**src/rtl/mem_access_scheduler_pkg.sv**
```systemverilog
// Shared types and sizing for the memory access scheduler.
// Core count and access_length width are the defaults used by the top and the picker.
package mem_access_scheduler_pkg;

  localparam int NUM_OF_CORES = 4;
  localparam int LEN_W        = 8;

  typedef enum logic {
    IDLE  = 1'b0,
    BURST = 1'b1
  } sched_state_t;

endpackage

```
**src/rtl/mem_access_scheduler_rr_pick.sv**
```systemverilog
// Round-robin picker: first eligible core at or after rr_ptr, wrapping modulo N.
// Purely combinational so the rotation can be exercised on its own.
module mem_access_scheduler_rr_pick
  import mem_access_scheduler_pkg::*;
#(
  parameter int N  = NUM_OF_CORES,
  parameter int IW = $clog2(N)
) (
  input  logic [N-1:0]  eligible,
  input  logic [IW-1:0] rr_ptr,
  output logic          found,
  output logic [IW-1:0] winner,
  output logic [N-1:0]  onehot
);

  logic [IW-1:0] idx_v;

  always_comb begin
    found  = 1'b0;
    winner = '0;
    onehot = '0;
    idx_v  = '0;
    for (int k = 0; k < N; k++) begin
      idx_v = IW'((int'(rr_ptr) + k) % N);
      if (!found && eligible[idx_v]) begin
        found         = 1'b1;
        winner        = idx_v;
        onehot[idx_v] = 1'b1;
      end
    end
  end

endmodule

```
**src/rtl/mem_access_scheduler.sv**
```systemverilog
// Round-robin burst arbiter for the shared memory request port, with per-core
// outstanding-burst credits and a sticky error flag for unexpected responses.
//   state | meaning
//   IDLE  | no owner, grant=0, arbitrating every cycle
//   BURST | one core owns the port until its beat count expires or it drops req_vld
module mem_access_scheduler
  import mem_access_scheduler_pkg::*;
#(
  parameter int NUM_REQ = NUM_OF_CORES,
  parameter int LEN_W   = mem_access_scheduler_pkg::LEN_W,
  parameter int MAX_OUT = 4,
  parameter int ID_W    = $clog2(NUM_REQ),
  parameter int OUT_W   = $clog2(MAX_OUT + 1)
) (
  input  logic                     clk,
  input  logic                     reset,
  input  logic [NUM_REQ-1:0]       req_vld,
  input  logic [NUM_REQ*LEN_W-1:0] req_len,
  input  logic                     mem_ready,
  input  logic                     rsp_vld,
  input  logic [ID_W-1:0]          rsp_id,
  output logic [NUM_REQ-1:0]       grant,
  output logic [ID_W-1:0]          owner_id,
  output logic                     busy,
  output logic [NUM_REQ*OUT_W-1:0] outstanding,
  output logic                     credit_err
);

  sched_state_t        state_q, state_d;
  logic [NUM_REQ-1:0]  grant_q, grant_d;
  logic [ID_W-1:0]     owner_q, owner_d;
  logic                busy_q, busy_d;
  logic [ID_W-1:0]     rr_ptr_q, rr_ptr_d;
  logic [LEN_W-1:0]    beat_cnt_q, beat_cnt_d;
  logic [OUT_W-1:0]    out_q [NUM_REQ];
  logic [OUT_W-1:0]    out_d [NUM_REQ];
  logic                err_q, err_d;

  logic [NUM_REQ-1:0]  eligible;
  logic                pick_found;
  logic [ID_W-1:0]     pick_idx;
  logic [NUM_REQ-1:0]  pick_onehot;
  logic [LEN_W-1:0]    sel_len;
  logic                take;
  logic                id_ok;
  logic                rsp_zero;

  always_comb begin
    for (int i = 0; i < NUM_REQ; i++) begin
      eligible[i] = req_vld[i] && (out_q[i] < OUT_W'(MAX_OUT));
    end
  end

  mem_access_scheduler_rr_pick #(
    .N  (NUM_REQ),
    .IW (ID_W)
  ) u_rr_pick (
    .eligible (eligible),
    .rr_ptr   (rr_ptr_q),
    .found    (pick_found),
    .winner   (pick_idx),
    .onehot   (pick_onehot)
  );

  always_comb begin
    sel_len = '0;
    for (int i = 0; i < NUM_REQ; i++) begin
      if (pick_idx == ID_W'(i)) sel_len = req_len[i*LEN_W +: LEN_W];
    end
  end

  always_comb begin
    state_d    = state_q;
    grant_d    = grant_q;
    owner_d    = owner_q;
    rr_ptr_d   = rr_ptr_q;
    beat_cnt_d = beat_cnt_q;
    take       = 1'b0;
    case (state_q)
      IDLE: take = pick_found;
      BURST: begin
        if (!req_vld[owner_q]) begin
          state_d    = IDLE;
          grant_d    = '0;
          beat_cnt_d = '0;
        end else if (mem_ready) begin
          if (beat_cnt_q == LEN_W'(1)) begin
            if (pick_found) begin
              take = 1'b1;
            end else begin
              state_d    = IDLE;
              grant_d    = '0;
              beat_cnt_d = '0;
            end
          end else begin
            beat_cnt_d = beat_cnt_q - 1'b1;
          end
        end
      end
      default: state_d = IDLE;
    endcase
    // A new owner is loaded identically from IDLE or straight off a last beat.
    if (take) begin
      state_d    = BURST;
      grant_d    = pick_onehot;
      owner_d    = pick_idx;
      rr_ptr_d   = (int'(pick_idx) == NUM_REQ - 1) ? '0 : pick_idx + 1'b1;
      beat_cnt_d = (sel_len == '0) ? LEN_W'(1) : sel_len;
    end
    busy_d = (state_d == BURST);
  end

  always_comb begin
    err_d    = err_q;
    id_ok    = 32'(rsp_id) < 32'(NUM_REQ);
    rsp_zero = 1'b0;
    for (int i = 0; i < NUM_REQ; i++) begin
      logic inc, dec;
      inc      = take && (pick_idx == ID_W'(i));
      dec      = rsp_vld && id_ok && (rsp_id == ID_W'(i)) && (out_q[i] != '0);
      rsp_zero = rsp_zero | ((rsp_id == ID_W'(i)) && (out_q[i] == '0));
      out_d[i] = out_q[i];
      if (inc && !dec)      out_d[i] = out_q[i] + 1'b1;
      else if (dec && !inc) out_d[i] = out_q[i] - 1'b1;
    end
    if (rsp_vld && (!id_ok || rsp_zero)) err_d = 1'b1;
  end

  always_ff @(posedge clk or posedge reset) begin
    if (reset) begin
      state_q    <= IDLE;
      grant_q    <= '0;
      owner_q    <= '0;
      busy_q     <= 1'b0;
      rr_ptr_q   <= '0;
      beat_cnt_q <= '0;
      err_q      <= 1'b0;
      for (int i = 0; i < NUM_REQ; i++) out_q[i] <= '0;
    end else begin
      state_q    <= state_d;
      grant_q    <= grant_d;
      owner_q    <= owner_d;
      busy_q     <= busy_d;
      rr_ptr_q   <= rr_ptr_d;
      beat_cnt_q <= beat_cnt_d;
      err_q      <= err_d;
      for (int i = 0; i < NUM_REQ; i++) out_q[i] <= out_d[i];
    end
  end

  assign grant      = grant_q;
  assign owner_id   = owner_q;
  assign busy       = busy_q;
  assign credit_err = err_q;

  for (genvar g = 0; g < NUM_REQ; g++) begin : g_out
    assign outstanding[g*OUT_W +: OUT_W] = out_q[g];
  end

endmodule

```
**config.mk**
```make
export PLATFORM = sky130hd
export DESIGN_NAME = mem_access_scheduler
export DESIGN_NICKNAME = d
export VERILOG_FILES = /design/src/rtl/mem_access_scheduler_pkg.sv /design/src/rtl/mem_access_scheduler_rr_pick.sv /design/src/rtl/mem_access_scheduler.sv
export SDC_FILE = /design/constraint.sdc
export NUM_CORES = 1
export LEC_CHECK = 0
export BUFFER_PORTS_ARGS = -buffer_cell sky130_fd_sc_hd__buf_4
export CAP_MARGIN = 10
export CORE_MARGIN = 8
export CORE_UTILIZATION = 38
export CTS_BUF_LIST = sky130_fd_sc_hd__clkbuf_8
export DETAILED_ROUTE_END_ITERATION = 6
export MAX_ROUTING_LAYER = met4
export PLACE_DENSITY = 0.71
export SYNTH_ARGS = -nofsm -noshare
export SYNTH_HDL_FRONTEND = slang
export SYNTH_SLANG_ARGS = --single-unit
export TNS_END_PERCENT = 1
```
**constraint.sdc**
```tcl
create_clock -name clk -period 8 [get_ports clk]
set_clock_uncertainty 0.2 [all_clocks]
set_input_delay 0 -clock clk [delete_from_list [all_inputs] [get_ports clk]]
set_output_delay 0 -clock clk [all_outputs]
set_load 0.05 [all_outputs]
```
==> results.py <==
metrics = {
    "layout": {
        "drive_gt1_frac": 0.253,
        "layout.core_utilization": 0.482,
        "finish.instance_area_um2": 3240,
        "num-nets-final": 412,
        "layout.area.seq_um2": 751,
        "filler_cell_count": 616,
        "n_diodes": 0,
        "layout-area-overhead-vs-synth_pct": 24.1,
        "multiInputGateArea_um2": 1670,
    },
    "worst_setup_path": {
        "setup.worst_path.end_class": "register",
        "critical_path_required_ns": 8.02,
        "critical_path.reg2reg.startpoint": "rr_ptr_q[0]",
        "regToRegEndpoint": "outstanding[11]",
        "library_cell_contributing_the_largest_single_delay_on_the_critical_path": "dfrtp_1",
        "worst-r2r-setup-slack_ns": 3.07,
        "critical_path.max_stage_delay_ns": 0.73,
        "cp-start-kind": "register",
        "setup.worst_path.class": "register to register",
        "timing.critical_path.fanout_max": 17,
        "worst_ep_arrival_time_ns": 4.94,
        "path_cells": "inv_1, ha_1, or4b_1, nor4_1, a31oi_1, nand2_1, o31ai_4, inv_1, ha_1, clkinv_1, nor2_1, ha_1, inv_1, fa_1, xor2_1, nor2_1, xor2_1",
        "reg2reg_depth": 17,
    },
    "outcome": {
        "status": "finished, final reports clean",
    },
    "clock_tree": {
        "cts_root_buffer": "clkbuf_8",
        "post_cts_resize_count": 0,
        "cts_tree": "yes",
        "cts.sinks": 30,
        "cts_inserted_buffers": 5,
        "clock_network_latency_to_the_later_pin_of_the_worst_skew_pair_ns": 0.29,
        "cts.reportedPaths.clkPinSlew_ns": 0.07,
        "cts-htree-levels": 2,
        "clock_path_buffers": 2,
    },
    "floorplanning": {
        "i_o_pins": 62,
        "die_height_um": 98.8,
        "die_x_um": 98.8,
        "row_count": 30,
        "die-area_um2": 9770,
        "initial_core_util": 0.388,
        "core-area_um2": 6720,
    },
    "sta": {
        "finalSetupViolations": 0,
        "hold_violations": 0,
        "part_of_the_cycle_the_worst_path_needs": 0.616,
        "setup-tns-final_ns": 0,
        "fin_crit_ns": 4.93,
        "grt_setup_unrepaired": "false",
        "max_slew_headroom_at_the_worst_pin": 0.354,
        "timing.hold.ws_ns": 0.0107,
        "worstMarginPinSlew_ns": 0.965,
        "max_freq_mhz": 203,
        "report.final.slew_viol_count": 0,
    },
    "worst_hold_path": {
        "hold-path-endpoint": "outstanding[3]",
        "min-delay-start": "rsp_id[1]",
        "holdCritPathClass": "primary input to register",
        "min_path_cells": 4,
    },
    "routing": {
        "routed-via-count": 2420,
        "ant_nets": 0,
        "initialDrtViolationCount": 194,
        "routed_wirelength_um": 7090,
        "drt-vias-per-instance": 5.65,
        "detail_route.first_pass.iterations": 5,
        "post-route-drc-count": 0,
        "routed_length_per_placed_instance_um": 16.6,
    },
    "yosys": {
        "mapped_cell_area_um2": 2610,
        "postSynthNetCount": 352,
        "synth_edf_count": 0,
        "syn-mean-instance-area_um2": 9.05,
        "synth.yosys.warnings": 0,
        "synth.distinct_cells": 57,
        "synth_top_flop_cell": "dfrtp_1",
        "synth_async_sr_flop_share": 1.00,
        "netlist_instances": 288,
        "synth.ff_latch_count": 30,
        "yosysSeqAreaShare": 0.288,
    },
    "pwr": {
        "leakage_nw": 1.43,
        "ir_drop_mv": 0.297,
        "power_density_nw_per_um2": 500,
    },
    "global_route": {
        "antenna_found_initial": 0,
        "grt_first_pass_wirelength_um": 11800,
        "via_count_of_the_first_global_routing_pass": 2356,
        "grt_start_max_net_pins": 31,
        "globalRoute.totalOverflow": 0,
        "grtUsageTotal": 0.151,
    },
    "place": {
        "buffer_ports.inserted": 61,
        "place_area_um2": 3060,
        "finalWeightedCongestion": 0.897,
        "dp_hpwl_um": 5370,
    },
    "run": {
        "max_cap_violations": 0,
    },
}
-- cell families after synthesis --
group,count (synthesis),share of synthesized area
simple gates,96,0.202
compound gates,84,0.223
buf+inv,35,0.0720
flops,30,0.288
fa+ha+maj,22,0.117
xor+xnor,12,0.0403
mux,9,0.0571
-- where the power goes --
part	switching [mW]	internal (mW)
clock network	0.0613	0.0995
registers	0.103	0.222
logic	0.691	0.443
total	0.855	0.764
-- cell usage after synthesis (all sizes together), types with 4 or more instances --
master,instances,share of area
o21ai,25,0.048
buf,9,0.033
mux4,4,0.036
nand3b,4,0.012
or3,5,0.012
mux2,4,0.017
ha,18,0.086
a222oi,4,0.015
o22a,4,0.013
xor2,8,0.027
nand2b,5,0.012
fa,4,0.031
clkbuf,7,0.012
nor2,23,0.033
and2,4,0.0096
inv,17,0.024
nand2,25,0.036
a32oi,5,0.020
nor2b,7,0.019
xnor2,4,0.013
dfrtp,30,0.29
a21oi,18,0.035
nor3,11,0.025
nor4,6,0.026
-- routing by layer --
layer | part of all wire | GRT usage | up-vias
met2 | 0.40 | 0.214 | 105
li1 | - | - | 1170
met1 | 0.49 | 0.203 | 1136
met4 | 0.019 | 0.0472 | 0
met3 | 0.088 | 0.0430 | 9
met5 | 0 | - | -
-- layout by cell type (no fill, tap or decap), types with 6 or more instances in the layout --
cell | synthesis | routed
o21ai_0 | 20 | 20
nor2_1 | 23 | 23
ha_1 | 18 | 18
xor2_1 | 8 | 8
clkbuf_8 | 0 | 6
dfrtp_1 | 30 | 30
a21oi_1 | 18 | 18
buf_4 | 1 | 63
dlygate4sd3_1 | 0 | 6
nand2_1 | 25 | 25
nor3_1 | 10 | 10
inv_1 | 17 | 17
-- through the flow --
stage	cells	setup WS [ns]	total power, mW
floorplan	288	3.87	1.20
global placement	415	3.30	1.43
detailed placement	415	3.08	1.46
CTS	428	3.06	1.62
global route	428	2.67	1.76
finish	428	3.07	1.62
-- critical path, delay by kind of cell, from the launching register on --
family                   cells  cell delay (ns)
adder cells (fa/ha/maj)      4             1.41
flip-flops                   1             0.73
buffers and inverters        4             0.77
XOR/XNOR                     2             0.32
AND/OR/NAND/NOR              5             1.23
AO/OA/AOI/OAI                2             0.19
-- timing repair --
item | 4_1_cts | 5_1_grt
hold buffers | 6 | 0
endpoints found under the hold margin | 34 | 0
endpoints found under the setup margin | 0 | 0
setup buffers | 0 | 0
-- state kept, by name, summed over array words and instances, names as in the netlist --
signal       count
rr_ptr_q         2
outstanding     12
busy             1
grant            4
beat_cnt_q       8
owner_id         2
credit_err       1
-- final cells by class --
| cell class | count | area share |
|---|---|---|
| Multi-Input combinational cell | 223 | 0.516 |
| Sequential cell | 30 | 0.232 |
| Timing Repair Buffer | 69 | 0.165 |
| Tap cell | 80 | 0.0309 |
| Clock buffer | 6 | 0.0255 |
| Inverter | 19 | 0.0220 |
| Clock inverter | 1 | 0.00928 |
-- worst max path at each step --
stage	end	startpoint	slack, ns	cells after the start
4_1_cts	outstanding[11]	rr_ptr_q[0]	3.06	17
2_1_floorplan	outstanding[5]	rr_ptr_q[1]	3.87	19
5_1_grt	outstanding[11]	rr_ptr_q[0]	2.67	17
3_5_place_dp	outstanding[11]	rr_ptr_q[0]	3.08	17
6_report	outstanding[11]	rr_ptr_q[0]	3.07	17
3_3_place_gp	outstanding[11]	rr_ptr_q[0]	3.30	17
(Power assumes the default switching activity.)
